--- src/rtl/seg7_scan_ctrl.sv ---
// Time-multiplexed 7-segment scanner: one digit enable per dwell slot, with
// per-slot blank time, 16-level PWM, optional hex decode and frame-synced buffer swap.
module seg7_scan_ctrl #(
    parameter int NUM_DIGITS     = 8,
    parameter int DWELL_CYCLES   = 125000,
    parameter int BLANK_CYCLES   = 1250,
    parameter bit EN_ACTIVE_LOW  = 1'b1,
    parameter bit SEG_ACTIVE_LOW = 1'b1
) (
    input  logic                    i_clk,
    input  logic                    i_rst_n,
    input  logic [8*NUM_DIGITS-1:0] i_digits,
    input  logic                    i_mode,
    input  logic [NUM_DIGITS-1:0]   i_digit_mask,
    input  logic                    i_load,
    input  logic [3:0]              i_brightness,
    output logic [7:0]              o_data,
    output logic [NUM_DIGITS-1:0]   o_en,
    output logic [3:0]              o_digit_idx,
    output logic                    o_frame_start
);

    localparam int                    DW         = $clog2(DWELL_CYCLES);
    localparam logic [DW-1:0]         DWELL_LAST = DW'(DWELL_CYCLES - 1);
    localparam logic [DW-1:0]         BLANK_C    = DW'(BLANK_CYCLES);
    localparam logic [3:0]            IDX_LAST   = 4'(NUM_DIGITS - 1);
    localparam logic [7:0]            OFF_BYTE   = {8{SEG_ACTIVE_LOW}};
    localparam logic [NUM_DIGITS-1:0] EN_OFF     = {NUM_DIGITS{EN_ACTIVE_LOW}};

    logic [DW-1:0]           dwell_q, dwell_d;
    logic [3:0]              idx_q, idx_d;
    logic [3:0]              pwm_q, pwm_d;
    logic [8*NUM_DIGITS-1:0] act_digits_q, act_digits_d, pend_digits_q, pend_digits_d;
    logic [NUM_DIGITS-1:0]   act_mask_q, act_mask_d, pend_mask_q, pend_mask_d;
    logic                    act_mode_q, act_mode_d, pend_mode_q, pend_mode_d;
    logic                    pend_q, pend_d;
    logic                    armed_q, armed_d;
    logic [7:0]              data_q, data_d;
    logic [NUM_DIGITS-1:0]   en_q, en_d;
    logic [3:0]              idx_out_q;
    logic                    frame_q, frame_d;

    logic                    slot_end, frame_end, in_blank, lit, cur_mask;
    logic [7:0]              cur_byte;
    logic [7:0]              act_bytes [NUM_DIGITS];

    function automatic logic [7:0] hex_to_seg(input logic [7:0] b);
        logic [6:0] s;
        case (b[3:0])
            4'h0: s = 7'h3F;  4'h1: s = 7'h06;  4'h2: s = 7'h5B;  4'h3: s = 7'h4F;
            4'h4: s = 7'h66;  4'h5: s = 7'h6D;  4'h6: s = 7'h7D;  4'h7: s = 7'h07;
            4'h8: s = 7'h7F;  4'h9: s = 7'h6F;  4'hA: s = 7'h77;  4'hB: s = 7'h7C;
            4'hC: s = 7'h39;  4'hD: s = 7'h5E;  4'hE: s = 7'h79;  default: s = 7'h71;
        endcase
        return {b[7], s} ^ {8{SEG_ACTIVE_LOW}};
    endfunction

    genvar gi;
    generate
        for (gi = 0; gi < NUM_DIGITS; gi++) begin : g_bytes
            assign act_bytes[gi] = act_digits_q[8*gi +: 8];
        end
        if (BLANK_CYCLES == 0) begin : g_noblank
            assign in_blank = 1'b0;
        end else begin : g_blank
            assign in_blank = (dwell_q < BLANK_C);
        end
    endgenerate

    // Counters and double buffer
    always_comb begin
        slot_end      = (dwell_q == DWELL_LAST);
        frame_end     = slot_end && (idx_q == IDX_LAST);
        dwell_d       = slot_end ? '0 : dwell_q + 1'b1;
        idx_d         = idx_q;
        if (slot_end) idx_d = (idx_q == IDX_LAST) ? 4'd0 : idx_q + 4'd1;
        // PWM phase restarts on the first ON cycle of every slot
        pwm_d         = (dwell_d == BLANK_C) ? 4'd0 : pwm_q + 4'd1;
        armed_d       = armed_q | frame_end;
        act_digits_d  = act_digits_q;
        act_mask_d    = act_mask_q;
        act_mode_d    = act_mode_q;
        pend_digits_d = pend_digits_q;
        pend_mask_d   = pend_mask_q;
        pend_mode_d   = pend_mode_q;
        pend_d        = pend_q;
        if (i_load && frame_end) begin
            act_digits_d = i_digits;
            act_mask_d   = i_digit_mask;
            act_mode_d   = i_mode;
            pend_d       = 1'b0;
        end else begin
            if (frame_end && pend_q) begin
                act_digits_d = pend_digits_q;
                act_mask_d   = pend_mask_q;
                act_mode_d   = pend_mode_q;
                pend_d       = 1'b0;
            end
            if (i_load) begin
                pend_digits_d = i_digits;
                pend_mask_d   = i_digit_mask;
                pend_mode_d   = i_mode;
                pend_d        = 1'b1;
            end
        end
    end

    // Output next-state
    always_comb begin
        cur_byte = 8'h00;
        cur_mask = 1'b0;
        for (int k = 0; k < NUM_DIGITS; k++) begin
            if (idx_q == 4'(k)) begin
                cur_byte = act_bytes[k];
                cur_mask = act_mask_q[k];
            end
        end
        lit = !in_blank && !cur_mask && ((i_brightness == 4'hF) || (pwm_q < i_brightness));
        en_d = EN_OFF;
        for (int k = 0; k < NUM_DIGITS; k++) begin
            if (lit && (idx_q == 4'(k))) en_d[NUM_DIGITS-1-k] = !EN_ACTIVE_LOW;
        end
        if (in_blank || cur_mask) data_d = OFF_BYTE;
        else if (act_mode_q)      data_d = hex_to_seg(cur_byte);
        else                      data_d = cur_byte;
        frame_d = armed_q && (dwell_q == '0) && (idx_q == 4'd0);
    end

    always_ff @(posedge i_clk or negedge i_rst_n) begin
        if (!i_rst_n) begin
            dwell_q       <= '0;
            idx_q         <= '0;
            pwm_q         <= '0;
            act_digits_q  <= '0;
            act_mask_q    <= '0;
            act_mode_q    <= 1'b0;
            pend_digits_q <= '0;
            pend_mask_q   <= '0;
            pend_mode_q   <= 1'b0;
            pend_q        <= 1'b0;
            armed_q       <= 1'b0;
            data_q        <= OFF_BYTE;
            en_q          <= EN_OFF;
            idx_out_q     <= '0;
            frame_q       <= 1'b0;
        end else begin
            dwell_q       <= dwell_d;
            idx_q         <= idx_d;
            pwm_q         <= pwm_d;
            act_digits_q  <= act_digits_d;
            act_mask_q    <= act_mask_d;
            act_mode_q    <= act_mode_d;
            pend_digits_q <= pend_digits_d;
            pend_mask_q   <= pend_mask_d;
            pend_mode_q   <= pend_mode_d;
            pend_q        <= pend_d;
            armed_q       <= armed_d;
            data_q        <= data_d;
            en_q          <= en_d;
            idx_out_q     <= idx_q;
            frame_q       <= frame_d;
        end
    end

    assign o_data        = data_q;
    assign o_en          = en_q;
    assign o_digit_idx   = idx_out_q;
    assign o_frame_start = frame_q;

endmodule
--- config.mk ---
export PLATFORM = sky130hd
export DESIGN_NAME = seg7_scan_ctrl
export DESIGN_NICKNAME = d
export VERILOG_FILES = /design/src/rtl/seg7_scan_ctrl.sv
export SDC_FILE = /design/constraint.sdc
export NUM_CORES = 1
export LEC_CHECK = 0
export ABC_AREA = 1
export CAP_MARGIN = 10
export CORE_MARGIN = 2
export CORE_UTILIZATION = 57
export CTS_CLUSTER_SIZE = 40
export DETAILED_ROUTE_END_ITERATION = 7
export GPL_TIMING_DRIVEN = 0
export PLACE_DENSITY = 0.8
export SKIP_CTS_REPAIR_TIMING = 1
export SYNTH_ARGS = -nofsm -noshare
export SYNTH_HDL_FRONTEND = slang
export SYNTH_SLANG_ARGS = --single-unit
--- constraint.sdc ---
create_clock -name i_clk -period 2.8 [get_ports i_clk]
set_input_delay 0.28 -clock i_clk [delete_from_list [all_inputs] [get_ports i_clk]]
set_output_delay 0.28 -clock i_clk [all_outputs]
set_load 0.02 [all_outputs]
==> results.json, run 1 <==
{
  "p_leak_nw": 5.26,
  "core_um2": 16700,
  "die_h_um": 135,
  "clk_latency_ps": 440,
  "ant_nets": 0,
  "die_area_um2": 18200,
  "drive_above_1_share_pct": 22.5,
  "crit_arrival_ps": 2980,
  "synth_area_leader_cell": "dfrtp_1",
  "setup_viol": 0,
  "initial_utilization_pct": 58.6,
  "syn2layout_area_growth_pct": 19.8,
  "clkTransAtPathRegs_ps": 70,
  "numPortBuffers": 100,
  "synth_edf_count": 0,
  "maxSlewHeadroom_pct": 32.9,
  "place_congestion": 0.875,
  "regToRegSetupSlack_ps": 190,
  "routedWlPerCell_um": 18.1,
  "track_usage_pct": 27.8,
  "most-common-layout-cells": "dfrtp_1, nand2_1, inv_1",
  "ios": 101,
  "nets": 1205,
  "synthesis.area_um2": 9790,
  "avgViaCountPerCell": 5.80,
  "ir_drop_uv": 453,
  "critPathMaxFanout": 8,
  "grt_pass1_vias": 7666,
  "drc": 0,
  "finalCritPeriodShare_pct": 93.1,
  "cts-root-buf": "clkbuf_16",
  "min_path_type": "in2async",
  "worstMarginPinSlew_ps": 1000,
  "clock.fmax_ghz": 0.384,
  "synthArstFlopShare_pct": 100,
  "syn_area_per_cell_um2": 9.96,
  "synth_cells": 983,
  "final_common_cell": "dfrtp_1",
  "cts_buffers": 17,
  "antenna_found_initial": 1,
  "start_kind": "flop",
  "report.power.total_mw": 5.90,
  "dieWidth_um": 135,
  "ys_seq_area_share_pct": 49.8,
  "finalClockSkew_ps": 11.3,
  "final_util_pct": 70.3,
  "hold_violations": 0,
  "yosys_warnings": 0,
  "synth_top_area_share_pct": 45.5,
  "ys_top_cells_by_area": "dfrtp_1, mux2_2, nand2_1, o221ai_2, dfstp_2",
  "period_needed_ps": 2610,
  "r2r_cells": 14,
  "cts_sinks": 194,
  "maxCapViolCount": 0,
  "ys.flop_type": "dfrtp_1",
  "n_antenna_cell": 0,
  "clk_path_buf_depth": 2,
  "grt_max_degree": 127,
  "drt-pass1-iter-count": 5,
  "r2r-start": "idx_q[0]",
  "wirelength_mm": 24.3,
  "setup.worst_path.class": "reg2reg",
  "synth_nets": 1079,
  "crit_path_top_delay_cell": "nor2_1",
  "outcome": "finished, final reports clean",
  "overflow": 0,
  "critPathCaptureType": "flop",
  "slew_viol_final": 0,
  "cp_common_cell": "nand2_1",
  "rows": 47,
  "routed-via-count": 7779,
  "yosysUniqueCellTypes": 40,
  "ys_seq_elements": 194,
  "cp_slowest_stage_delay_ps": 530,
  "htreeDepth": 4,
  "cts_tree": "built",
  "power_density_nw_per_um2": 503,
  "r2r_end": "o_en[4]",
  "path_cells": "inv_2, ha_2, inv_1, nor2_1, nand3_1, nand3_1, nand2_1, nand2_1, nand2_1, nand2_1, nand2_1, nand2_1, nor2_2, nand2_1",
  "first_iter_violations": 679,
  "grt_pass1_wl_mm": 39.3,
  "dpl.hpwl_mm": 17.0,
  "required_ps": 3170
}
cell type report:
| cell class | instances | area (um^2) |
|---|---|---|
| flip-flops and latches | 194 | 4880 |
| fillers | 1292 | 4970 |
| plain buffers | 47 | 324 |
| multi-input cells | 618 | 4150 |
| repair buffers | 107 | 1080 |
| clock buffers | 20 | 447 |
| inverters | 124 | 465 |
| clock inverters | 12 | 108 |
| well taps | 220 | 275 |
synth_stat cells, types with 2 or more instances:
| cell type | instances |
|---|---|
| o221ai_1 | 34 |
| nand2_1 | 168 |
| inv_1 | 110 |
| o21ai_0 | 57 |
| buf_2 | 16 |
| a21oi_2 | 2 |
| nor4_1 | 3 |
| buf_4 | 4 |
| dfstp_2 | 16 |
| nand2_4 | 2 |
| nor2_1 | 33 |
| nor3_2 | 2 |
| o21ai_1 | 38 |
| nor2_2 | 4 |
| nand2_2 | 9 |
| ha_1 | 16 |
| nand4_1 | 15 |
| inv_2 | 13 |
| nor2_4 | 4 |
| buf_6 | 15 |
| mux2_2 | 73 |
| nor2_8 | 2 |
| dfrtp_1 | 178 |
| xnor2_1 | 2 |
| xor2_1 | 5 |
| clkbuf_1 | 12 |
| nand3_1 | 65 |
| a21oi_1 | 24 |
| nor3_1 | 10 |
| o211ai_1 | 2 |
| o221ai_2 | 40 |
through the flow:
step / TNS [ps] / std cells / hold slack (ps) / setup slack [ps] / cell area (um^2)
3_5_place_dp: -29.0 / 1304 / 261 / -29.0 / 11100
2_1_floorplan: 0 / 983 / -15.6 / 489 / 9790
4_1_cts: -147 / 1336 / -203 / -107 / 11700
3_3_place_gp: -1211280 / 1303 / 471 / -6460 / 11100
6_report: 0 / 1342 / 374 / 194 / 11700
5_1_grt: -8.25 / 1342 / 427 / -8.25 / 11700
critical path: cells and delay by family (launching register included):
kind                     cells  cell delay (ps)
adder cells (fa/ha/maj)      1              250
buffers and inverters        2              170
flip-flops                   1              470
AND/OR/NAND/NOR             11             1630
where the power goes:
part	switching [mW]	internal (mW)	total, mW	leakage (nW)
clock	1.08	1.25	2.33	0.267
sequential	0.0894	2.96	3.05	2.40
combinational	0.263	0.258	0.521	2.59
worst max path at each step:
stage                                   end      from  slack, ps
after detailed placement          o_data[1]  idx_q[1]        -30
after floorplan                   o_data[1]  idx_q[1]        490
after global routing              o_data[1]  idx_q[0]         -8
after CTS                         o_data[1]  idx_q[1]       -110
after global placement    pend_digits_q[40]   i_rst_n      -6460
final                               o_en[4]  idx_q[0]        190
sequential cells by signal (all words and copies together), names as in the netlist:
register and count:
act_digits_q 64, pend_digits_q 64, dwell_q 17, act_mask_q 8, o_data 8, o_en 8
pend_mask_q 8, idx_q 4, o_digit_idx 4, pwm_q 4, act_mode_q 1, armed_q 1
o_frame_start 1, pend_mode_q 1, pend_q 1
logic make-up after synthesis:
kind of cell             synth area share [%]
AND/OR/NAND/NOR                          15.1
AO/OA/AOI/OAI                            15.9
buffers and inverters                    8.06
adder cells (fa/ha/maj)                  2.04
multiplexers                             8.40
XOR/XNOR                                0.626
flip-flops                               49.8
layer usage:
layer	track usage (%)	part of all wire, %	wire (um)	vias up
met2	45.0	48	11700	278
met1	38.8	44	10800	3820
met5	0	0	0	-
met3	4.20	5.4	1300	45
li1	-	-	-	3636
met4	9.49	2.1	520	0
Power figures use the tool's default switching activity.
==> inputs of run 2 (changes only) <==
--- a/config.mk
+++ b/config.mk
@@ -8,11 +8,12 @@
 export ABC_AREA = 1
 export CAP_MARGIN = 10
 export CORE_MARGIN = 2
-export CORE_UTILIZATION = 57
+export CORE_UTILIZATION = 40
+export CTS_BUF_LIST = sky130_fd_sc_hd__clkbuf_4
 export CTS_CLUSTER_SIZE = 40
 export DETAILED_ROUTE_END_ITERATION = 7
 export GPL_TIMING_DRIVEN = 0
-export PLACE_DENSITY = 0.8
+export RECOVER_POWER = 50
 export SKIP_CTS_REPAIR_TIMING = 1
 export SYNTH_ARGS = -nofsm -noshare
 export SYNTH_HDL_FRONTEND = slang
==> run 2 against run 1 <==
The run now ends with max-capacitance violations, max-slew violations left. Critical path depth up 4. Clock-buffer cell count down 2. Utilization down 22 points. First-iteration DRC count down 27%. Worst hold slack worse by 70 ps. Critical endpoint is now o_data[5]. Largest cell class unchanged. Largest power group unchanged.
==> results.json, run 2 (synthesized netlist as in run 1, its figures left out) <==
{
  "outcome": "complete, but fails checks",
  "violations": "max-capacitance violations, max-slew violations",
  "place_congestion": 0.859,
  "antenna_found_initial": 1,
  "drt-pass1-iter-count": 5,
  "min_delay_path_depth": 2,
  "seq_power_share_pct": 57.3,
  "critPathCaptureType": "flop",
  "cts_sinks": 194,
  "clock_power_share_pct": 32.8,
  "most-common-layout-cells": "dfrtp_1, nand2_1, inv_1",
  "report.power.total_mw": 5.31,
  "regToRegSetupSlack_ps": 150,
  "r2r_end": "o_data[5]",
  "drc": 0,
  "dpl.hpwl_mm": 17.8,
  "hold_violations": 0,
  "worstMarginPinSlew_ps": 2240,
  "hp-start": "i_digits[12]",
  "required_ps": 3340,
  "numPortBuffers": 100,
  "track_usage_pct": 19.9,
  "final_common_cell": "dfrtp_1",
  "min_to": "pend_digits_q[12]",
  "cts_tree": "built",
  "finalCritPeriodShare_pct": 94.6,
  "grt_pass1_vias": 7391,
  "first_iter_violations": 493,
  "critPathLaunch": "idx_q[0]",
  "cts_buffers": 17,
  "routed-via-count": 7509,
  "switching_power_mw": 1.36,
  "start_kind": "flop",
  "place_ws_ps": -69.1,
  "wirelength_mm": 24.8,
  "period_needed_ps": 2650,
  "switching_share_pct": 25.5,
  "dpl_cell_area_um2": 11200,
  "reg_top3": "act_digits_q (64), pend_digits_q (64), dwell_q (17)",
  "drive_above_1_share_pct": 22.4,
  "routedWlPerCell_um": 17.1,
  "ir_drop_uv": 239,
  "maxCapViolCount": 1,
  "critPathMaxFanout": 10,
  "fin_area_um2": 11700,
  "clk_latency_ps": 610,
  "min_path_type": "in2reg",
  "die_h_um": 160,
  "cts-root-buf": "clkbuf_4",
  "n_fill_cell": 2300,
  "core_um2": 24200,
  "htreeDepth": 4,
  "clock.fmax_ghz": 0.377,
  "p_leak_nw": 5.18,
  "setup.worst_path.class": "reg2reg",
  "r2r-start": "idx_q[0]",
  "power_density_nw_per_um2": 455,
  "setup_slack_ps": 150,
  "setup_viol": 0,
  "ant_nets": 0,
  "clk_path_buf_depth": 2,
  "grt_pass1_wl_mm": 40.2,
  "timing.hold.ws_ps": 305,
  "ios": 101,
  "r2r_cells": 18,
  "crit_arrival_ps": 3190,
  "dieWidth_um": 160,
  "clkTransAtPathRegs_ps": 160,
  "avgViaCountPerCell": 5.17,
  "grt_max_degree": 99,
  "overflow": 0,
  "maxSlewHeadroom_pct": -49.5,
  "finalClockSkew_ps": 27.7,
  "initial_utilization_pct": 40.5,
  "internal_power_mw": 3.95,
  "rows": 57,
  "die_area_um2": 25700,
  "nets": 1209,
  "syn2layout_area_growth_pct": 19.2,
  "slew_viol_final": 97,
  "comb_power_share_pct": 9.8
}
==> run 2: cell types whose count changed in the layout (fill, tap and decap cells not counted), sizes merged <==
cell / change
clkinvlp: -2
buf: +2
clkinv: -4
bufinv: +3
inv: +4
diode: +3
==> run 2: routing by layer <==
metal / vias to the layer above / routed length [um] / part of all wire [%] / global-route usage [%]
met3: 30 / 1070 / 4.3 / 3.59
met2: 178 / 11400 / 46 / 30.6
met4: 0 / 426 / 1.7 / 5.90
met5: - / 0 / 0 / 0
met1: 3648 / 12000 / 48 / 28.8
li1: 3653 / - / - / -
==> run 2: critical path: stages (launching register included) <==
cell and delay, ps:
dfrtp_2 430, inv_1 100, ha_1 260, nand2_2 120, buf_4 180, nand3_1 90, nand3_1 120, nand3_1 90
nand2_1 70, nand2_1 140, a21oi_4 280, inv_1 120, ha_1 220, inv_1 80, nand2_1 60, nand3_1 80
nand2_1 60, nand2_1 50, nand2_1 50
==> run 2: stage by stage <==
stage	util, %	instances	TNS, ps
after floorplan	-	983	0
after CTS	47.8	1439	-372
after detailed placement	46.4	1408	-135
after global routing	48.3	1452	-46.9
after global placement	46.3	1407	-1291100
final	48.3	1452	0
==> run 2: how the worst max path moves through the flow <==
stage	slack, ps	cells after the start	to
finish	150	18	o_data[5]
global route	-30	18	o_data[5]
CTS	-130	17	o_data[1]
detailed placement	-70	17	o_data[1]
global placement	-6880	1	pend_digits_q[30]
floorplan	490	17	o_data[1]
==> run 2: final cells by class <==
cell class	count	area [um^2]	area share [%]
tap	324	405	3.47
inverter	124	465	3.99
antenna	3	7.51	0.0643
clock buffer	18	135	1.16
timing repair buffer	111	1110	9.48
sequential	194	4880	41.8
buffer	47	324	2.78
multi-input combinational	618	4150	35.6
clock inverter	13	195	1.67
==> run 2: power by group through the flow <==
stage | sequential, mW | combinational [mW] | clock [mW]
global placement | 3.09 | 0.510 | 0
finish | 3.05 | 0.522 | 1.74
global route | 3.07 | 0.577 | 1.92
CTS | 3.04 | 0.526 | 1.80
detailed placement | 3.10 | 0.523 | 0
floorplan | 3.08 | 0.258 | 0
